### src/rtl/mark_lookup_arbiter.sv
// Shares one mark_for_codepoint component among NUM_REQ requesters: round-robin call
// arbitration with stall lock, in-order tag FIFO that steers each return to its issuer.
module mark_lookup_arbiter #(
    parameter int unsigned NUM_REQ = 4,
    parameter int unsigned MAX_OUT = 4,
    parameter int unsigned ID_W    = 2
) (
    input  logic                       clock,
    input  logic                       resetn,
    input  logic [NUM_REQ-1:0]         req_valid,
    output logic [NUM_REQ-1:0]         req_ready,
    input  logic [32*NUM_REQ-1:0]      req_cp,
    output logic [NUM_REQ-1:0]         rsp_valid,
    input  logic [NUM_REQ-1:0]         rsp_ready,
    output logic [31:0]                rsp_data,
    output logic                       comp_start,
    input  logic                       comp_busy,
    output logic [31:0]                comp_c,
    input  logic                       comp_done,
    output logic                       comp_stall,
    input  logic [31:0]                comp_returndata,
    output logic [$clog2(MAX_OUT):0]   outstanding,
    output logic                       err_orphan
);

    localparam int unsigned DATA_W = 32;
    localparam int unsigned PTR_W  = $clog2(MAX_OUT);
    localparam int unsigned CNT_W  = PTR_W + 1;

    logic [ID_W-1:0]  ptr_q, ptr_d;
    logic             lock_q, lock_d;
    logic [ID_W-1:0]  locked_id_q, locked_id_d;
    logic [ID_W-1:0]  fifo_q [MAX_OUT];
    logic [ID_W-1:0]  fifo_d [MAX_OUT];
    logic [PTR_W-1:0] wr_ptr_q, wr_ptr_d;
    logic [PTR_W-1:0] rd_ptr_q, rd_ptr_d;
    logic [CNT_W-1:0] count_q, count_d;
    logic             err_orphan_q, err_orphan_d;

    logic [ID_W-1:0]  grant;
    logic [ID_W-1:0]  cand;
    logic             found;
    logic             not_full;
    logic             not_empty;
    logic             accept;
    logic             push;
    logic             pop;
    logic [ID_W-1:0]  head;

    // Round-robin search starting just after the last accepted requester
    always_comb begin
        grant = locked_id_q;
        cand  = '0;
        found = 1'b0;
        if (!lock_q) begin
            grant = ptr_q;
            for (int k = 1; k <= int'(NUM_REQ); k++) begin
                cand = ID_W'((int'(ptr_q) + k) % int'(NUM_REQ));
                if (!found && req_valid[cand]) begin
                    grant = cand;
                    found = 1'b1;
                end
            end
        end
    end

    assign not_full   = (count_q != CNT_W'(MAX_OUT));
    assign not_empty  = (count_q != '0);
    // Gated by resetn so the call strobe drops the moment reset is asserted
    assign comp_start = resetn && ((|req_valid) || lock_q) && not_full;
    assign accept     = comp_start && !comp_busy;
    assign push       = accept;
    assign head       = fifo_q[rd_ptr_q];
    assign comp_stall = not_empty && !rsp_ready[head];
    assign pop        = comp_done && not_empty && !comp_stall;
    assign rsp_data   = comp_returndata;
    assign outstanding = count_q;
    assign err_orphan  = err_orphan_q;

    always_comb begin
        comp_c    = '0;
        req_ready = '0;
        rsp_valid = '0;
        for (int i = 0; i < int'(NUM_REQ); i++) begin
            if (grant == ID_W'(i)) begin
                comp_c       = req_cp[DATA_W*i +: DATA_W];
                req_ready[i] = accept;
            end
            if (head == ID_W'(i)) begin
                rsp_valid[i] = comp_done && not_empty;
            end
        end
    end

    // Lock keeps the stalled call (and its codepoint) pinned until the component accepts it
    always_comb begin
        lock_d      = lock_q;
        locked_id_d = locked_id_q;
        ptr_d       = ptr_q;
        if (accept) begin
            lock_d = 1'b0;
            ptr_d  = grant;
        end else if (comp_start && comp_busy) begin
            lock_d      = 1'b1;
            locked_id_d = grant;
        end
    end

    always_comb begin
        fifo_d       = fifo_q;
        wr_ptr_d     = wr_ptr_q;
        rd_ptr_d     = rd_ptr_q;
        count_d      = count_q;
        err_orphan_d = err_orphan_q;
        if (push) begin
            fifo_d[wr_ptr_q] = grant;
            wr_ptr_d         = wr_ptr_q + PTR_W'(1);
        end
        if (pop) begin
            rd_ptr_d = rd_ptr_q + PTR_W'(1);
        end
        case ({push, pop})
            2'b10:   count_d = count_q + CNT_W'(1);
            2'b01:   count_d = count_q - CNT_W'(1);
            default: count_d = count_q;
        endcase
        if (comp_done && !not_empty) begin
            err_orphan_d = 1'b1;
        end
    end

    always_ff @(posedge clock or negedge resetn) begin
        if (!resetn) begin
            ptr_q        <= ID_W'(NUM_REQ - 1);
            lock_q       <= 1'b0;
            locked_id_q  <= '0;
            wr_ptr_q     <= '0;
            rd_ptr_q     <= '0;
            count_q      <= '0;
            err_orphan_q <= 1'b0;
            for (int i = 0; i < int'(MAX_OUT); i++) begin
                fifo_q[i] <= '0;
            end
        end else begin
            ptr_q        <= ptr_d;
            lock_q       <= lock_d;
            locked_id_q  <= locked_id_d;
            wr_ptr_q     <= wr_ptr_d;
            rd_ptr_q     <= rd_ptr_d;
            count_q      <= count_d;
            err_orphan_q <= err_orphan_d;
            fifo_q       <= fifo_d;
        end
    end

endmodule

### config.mk
export PLATFORM = sky130hd
export DESIGN_NAME = mark_lookup_arbiter
export DESIGN_NICKNAME = d
export VERILOG_FILES = /design/src/rtl/mark_lookup_arbiter.sv
export SDC_FILE = /design/constraint.sdc
export NUM_CORES = 1
export LEC_CHECK = 0
export CAP_MARGIN = 20
export CORE_MARGIN = 10
export CORE_UTILIZATION = 26
export DETAILED_ROUTE_END_ITERATION = 16
export PLACE_DENSITY = 0.79
export SLEW_MARGIN = 0
export SYNTH_ARGS = -nofsm -noshare
export SYNTH_HDL_FRONTEND = slang
export SYNTH_SLANG_ARGS = --single-unit
### constraint.sdc
create_clock -name clock -period 2.67 [get_ports clock]
set_clock_uncertainty 0.1 [all_clocks]
set_input_delay 0.534 -clock clock [delete_from_list [all_inputs] [get_ports clock]]
set_output_delay 0.534 -clock clock [all_outputs]
set_load 0.1 [all_outputs]
== Word-level counts from Yosys, hierarchy flattened ==
Index checks and enable logic that the tools add are counted.

* Register bits after elaboration: 21
* Output and inout bits: 78
* Logic and storage cells: 108

* Add/sub/neg operators: 8
* Magnitude comparators: 8
* Equality and inequality tests: 9
* Muxes and demuxes: 42
* Bitwise logic cells: 3
* Reductions and logical operators: 27

{| class="wikitable"
|+ Operator list
! operator !! count
|-
| $mux 32 || 4
|-
| $mux 1 || 21
|-
| $mux 2 || 8
|-
| $lt 2x3->1 const B || 5
|-
| $logic_and 1x1->1 || 12
|-
| $bmux 1 s2 || 5
|-
| $eq 2x2->1 const B || 5
|-
| $add 2x1->2 const B || 4
|-
| $bwmux 8 || 1
|-
| $logic_not 1->1 || 7
|-
| $eq 2x1->1 const B || 3
|-
| $ge 3x3->1 const B || 2
|-
| $not 2->3 || 2
|-
| $pmux 3 s2 || 1
|-
| $add 2x2->2 const B || 2
|-
| $bmux 2 s2 || 1
|-
| $demux 2 s2 || 1
|-
| $logic_not 2->1 || 2
|-
| $reduce_bool 2->1 || 2
|-
| $reduce_or 4->1 || 1
|-
| $add 3x1->3 const B || 1
|-
| $lt 3x1->1 const B || 1
|-
| $ne 3x3->1 const B || 1
|-
| $reduce_bool 3->1 || 1
|-
| other kinds (4) || 4
|}

== Depth between registers and ports, before layout ==
* Word-level depth: 22
* Depth in mapped cells: 11

== Worst setup path before layout ==
OpenSTA, ideal clock, no wires.

* Path type: flip-flop to output port
* From: register count_q[0] (netlist: outstanding[0])
* To: output req_ready[2]
* Arrival time: 5.389 ns
* Required time: 2.036 ns
* Setup slack: -3.353 ns
* Stages on the path, launching flop included: 7
* Buffers on the path: 1
* Cells stage by stage: dfrtp_1 nor2_1 a221oi_2 nor2b_1 buf_4 inv_1 nor3b_1

* Longest elaborated chain between the ends: 4

{| class="wikitable"
|+ Ends and longest elaborated chain
! item !! line !! RTL
|-
| from (decl) || 37 || <nowiki>logic [CNT_W-1:0] count_q, count_d;</nowiki>
|-
| from (signal assigned) || 150 || <nowiki>count_q <= count_d;</nowiki>
|-
| $ne 3x3->1 || 67 || <nowiki>assign not_full = (count_q != CNT_W'(MAX_OUT));</nowiki>
|-
| $logic_and 1x1->1 || 70 || <nowiki>assign comp_start = resetn && ((|req_valid) || lock_q) && not_full;</nowiki>
|-
| named net comp_start || 16 || <nowiki>output logic comp_start,</nowiki>
|-
| $logic_and 1x1->1 || 71 || <nowiki>assign accept = comp_start && !comp_busy;</nowiki>
|-
| $mux 1 || 85 || <nowiki>if (grant == ID_W'(i)) begin</nowiki>
|-
| to (decl) || 11 || <nowiki>output logic [NUM_REQ-1:0] req_ready,</nowiki>
|}

The timed path passes the listed nets, and every way through them passes these cells.

== Worst setup path in the final report ==
* From: input req_valid[2]
* To: output comp_c[12]

* Longest elaborated chain between the ends: 21
* Elaborated cells on any way between the ends: 33
* Classes of those cells: 3 x eq/ne; 23 x mux; 7 x reduce/logical

{| class="wikitable"
|+ Ends and longest elaborated chain
! item !! line !! RTL
|-
| from (decl) || 10 || <nowiki>input logic [NUM_REQ-1:0] req_valid,</nowiki>
|-
| $bmux 1 s2 || 59 || <nowiki>if (!found && req_valid[cand]) begin</nowiki>
|-
| $mux 1 (implied by the code) || 59 ||
|-
| $mux 1 || 59 ||
|-
| $mux 1 || 55 || <nowiki>if (!lock_q) begin</nowiki>
|-
| $logic_not 1->1 || 59 ||
|-
| $logic_and 1x1->1 || 59 ||
|-
| $mux 1 || 59 ||
|-
| $mux 1 || 55 ||
|-
| (+3 left out) || n/a ||
|-
| $mux 1 || 55 ||
|-
| $logic_not 1->1 || 59 ||
|-
| $logic_and 1x1->1 || 59 ||
|-
| $mux 2 * || 59 ||
|-
| $mux 2 * || 55 ||
|-
| $logic_not 2->1 || 85 ||
|-
| $mux 32 (3 in a row) || 85 ||
|-
| $mux 32 * || 85 ||
|-
| to (decl) || 18 || <nowiki>output logic [31:0] comp_c,</nowiki>
|}

Mark *: on every way between the ends. The rest lies on a longest branch, timed or not. The select of a mux whose other input is x is not followed.

==> out/results.tsv <==
metric	value	unit
Slew HR	78.1	%
vias in the first global route	2545	
Synth Flop Type	dfrtp_1	
Reg-to-Reg Start	rd_ptr_q[0]$_DFFE_PN0P_	
main combinational cell family by area after synthesis	multiplexers	
root buffer cell	clkbuf_8	
Pre-antenna DRT Iters	4	
share of flip-flops with an asynchronous set or reset	100	%
DRC	0	
Slew Viols, Final	0	
Max Freq	0.320	GHz
Clock Path Buffers	2	
Hold Crit Start	fifo_q[6]$_DFFE_PN0P_	
Worst setup SP type	input pin	
CTS tree	built	
failing checks	setup timing	
Sink Count	21	
CTS Hold Bufs	0	
Max Cap Viol	0	
cts bufs inserted	3	
GR Overflow Total	0	
antenna viol nets, final	0	
final hold vios	0	
mux cell area share after synthesis	41.4	%
share of cells above drive strength 1	45.2	%
number of flops mapped to enable cells by yosys	0	
clk_lat worst skew	0.26	ns
# rows	33	
Yosys reg bits	21	
worst slew pin tran	0.327	ns
Die Span Y	113	um
most common cell after layout, fill and taps aside	clkdlybuf4s50_1	
initial antenna violation count	0	
drt total wl	11.4	mm
post-synthesis xor/xnor area fraction	2.33	%
drt wl/cell	23.7	um
final net count	553	
IO buf count	185	
htree depth	1	
clock slew at reported path FFs	0.08	ns
Die W	113	um
Hold Path Class	reg2reg	
Top Metal Used	met4	
post-synth top area share	32.9	%
met2 routed WL	6.46	mm
Compound-Gate Fraction of Synth Area	5.93	%
Worst Setup SP	req_valid[2]	
most frequent cells in the layout	clkdlybuf4s50_1, buf_12, mux4_2	
syn nets	367	
final setup vio count	40	
critical path type	in2out	
Worst Slack Setup Final	-0.456	ns
via count	2325	
syn_area_per_cell	11.9	um2
largest net degree at the start of global routing	26	
metal3 WL	884	um
synthesis-to-layout area growth	123	%
core area	8340	um2
Area contributors post-synth	mux4_2, dfrtp_1, buf_4	
unrepaired setup endpoints after global routing	true	
Vias/cell	4.85	
setup TNS	-15.52	ns
Yosys top cell by area	mux4_2	
sequential area share after synthesis	23.4	%
WL met1	3.99	mm
synth unique cells	38	
Worst Path Arrival	2.49	ns
DIE AREA	12800	um2
clock period minus worst slack	3.13	ns
first-pass GRT wire length	16.2	mm
final worst-path cycle share	117	%
Warnings, synthesis	0	
Starting Density	27.1	%
Mapped Cells	189	
CP endpoint kind	output port	
1st-iter DRT viols	131	
hpwl dp	9.63	mm
Placer Congestion	0.817	
Simple-Gate Fraction of Synth Area	8.03	%
CP Max Fanout	7	
IO Pins	250	
Adder-Cell Fraction of Synth Area	3.66	%
Mapped Area	2260	um2
GRT Util Overall	16.0	%
# diodes	0	
status	finished, violations left	
WP data required	2.04	ns
==> metal layers <==
layer	GRT usage (%)	vias up
li1	-	1051
met1	17.2	1178
met2	30.4	88
met3	5.49	8
met4	1.44	0
met5	0	-
==> sequential cells by signal (all words and copies together) (netlist names) <==
name / count
lock_q: 1
wr_ptr_q: 2
ptr_q: 2
rd_ptr_q: 2
fifo_q: 8
err_orphan: 1
locked_id_q: 2
outstanding: 3
==> metrics by stage <==
step / cells / hold WS [ns] / instance area, um2 / worst slack, ns / utilization, %
floorplan: 189 / 0.138 / 2390 / -0.947 / -
global placement: 459 / 0.347 / 4670 / -0.625 / 56.0
finish: 479 / 0.413 / 5030 / -0.456 / 60.3
detailed placement: 459 / 0.385 / 4670 / -0.688 / 56.0
CTS: 472 / 0.403 / 4900 / -0.426 / 58.8
global route: 479 / 0.421 / 5030 / -0.543 / 60.3
==> cell usage after synthesis, drive strengths merged (3+ instances only) <==
cell type   n
nand2      14
a21oi       3
dfrtp      19
xor2        3
nor3        3
inv        12
xnor2       3
nor2        9
o21ai       3
mux4       34
buf        41
mux2i       5
mux2       10
ha          5
==> worst max-delay path, cell delays in order <==
cell and delay [ns]:
clkdlybuf4s15_1 0.26, nand2b_4 0.18, a21o_1 0.19, a32oi_4 0.26, buf_12 0.18, buf_16 0.14, mux4_2 0.54, buf_12 0.19
==> worst paths after layout <==
| check | end | slack, ns | cells past startpoint |
|---|---|---|---|
| setup reg to reg | outstanding[2]$_DFFE_PN0P_ | -0.02 | 9 |
| max in group asynchronous | ptr_q[1]$_DFFE_PN1P_ | 1.60 | 2 |
| setup / recovery | comp_c[12] | -0.46 | 8 |
| hold reg to reg | fifo_q[6]$_DFFE_PN0P_ | 0.41 | 1 |
| hold / removal | fifo_q[6]$_DFFE_PN0P_ | 0.41 | 1 |
| min in group asynchronous | fifo_q[5]$_DFFE_PN0P_ | 0.59 | 2 |
==> final cells by class <==
class	instances	area, um2
Clock buffer	4	45.0
Fill cell	640	3310
Inverter	12	50.0
Multi-Input combinational cell	114	1570
Sequential cell	21	541
Tap cell	105	131
Timing Repair Buffer	223	2690
==> logic make-up after synthesis <==
group,Yosys count
multiplexers,49
AO/OA/AOI/OAI,16
adder cells (fa/ha/maj),6
buffers and inverters,54
XOR/XNOR,6
AND/OR/NAND/NOR,37
flip-flops,21
==> what timing repair did <==
action | CTS | global route
setup buffers | 7 | 6
setup endpoints to repair | 41 | 41
endpoints found under the hold margin | 0 | 0
gates cloned | 2 | 1
pin swaps | 10 | 7
resized for setup | 27 | 14
Power is not shown: default switching activity piles up to over one toggle a cycle in this logic, so the estimate is an artifact.
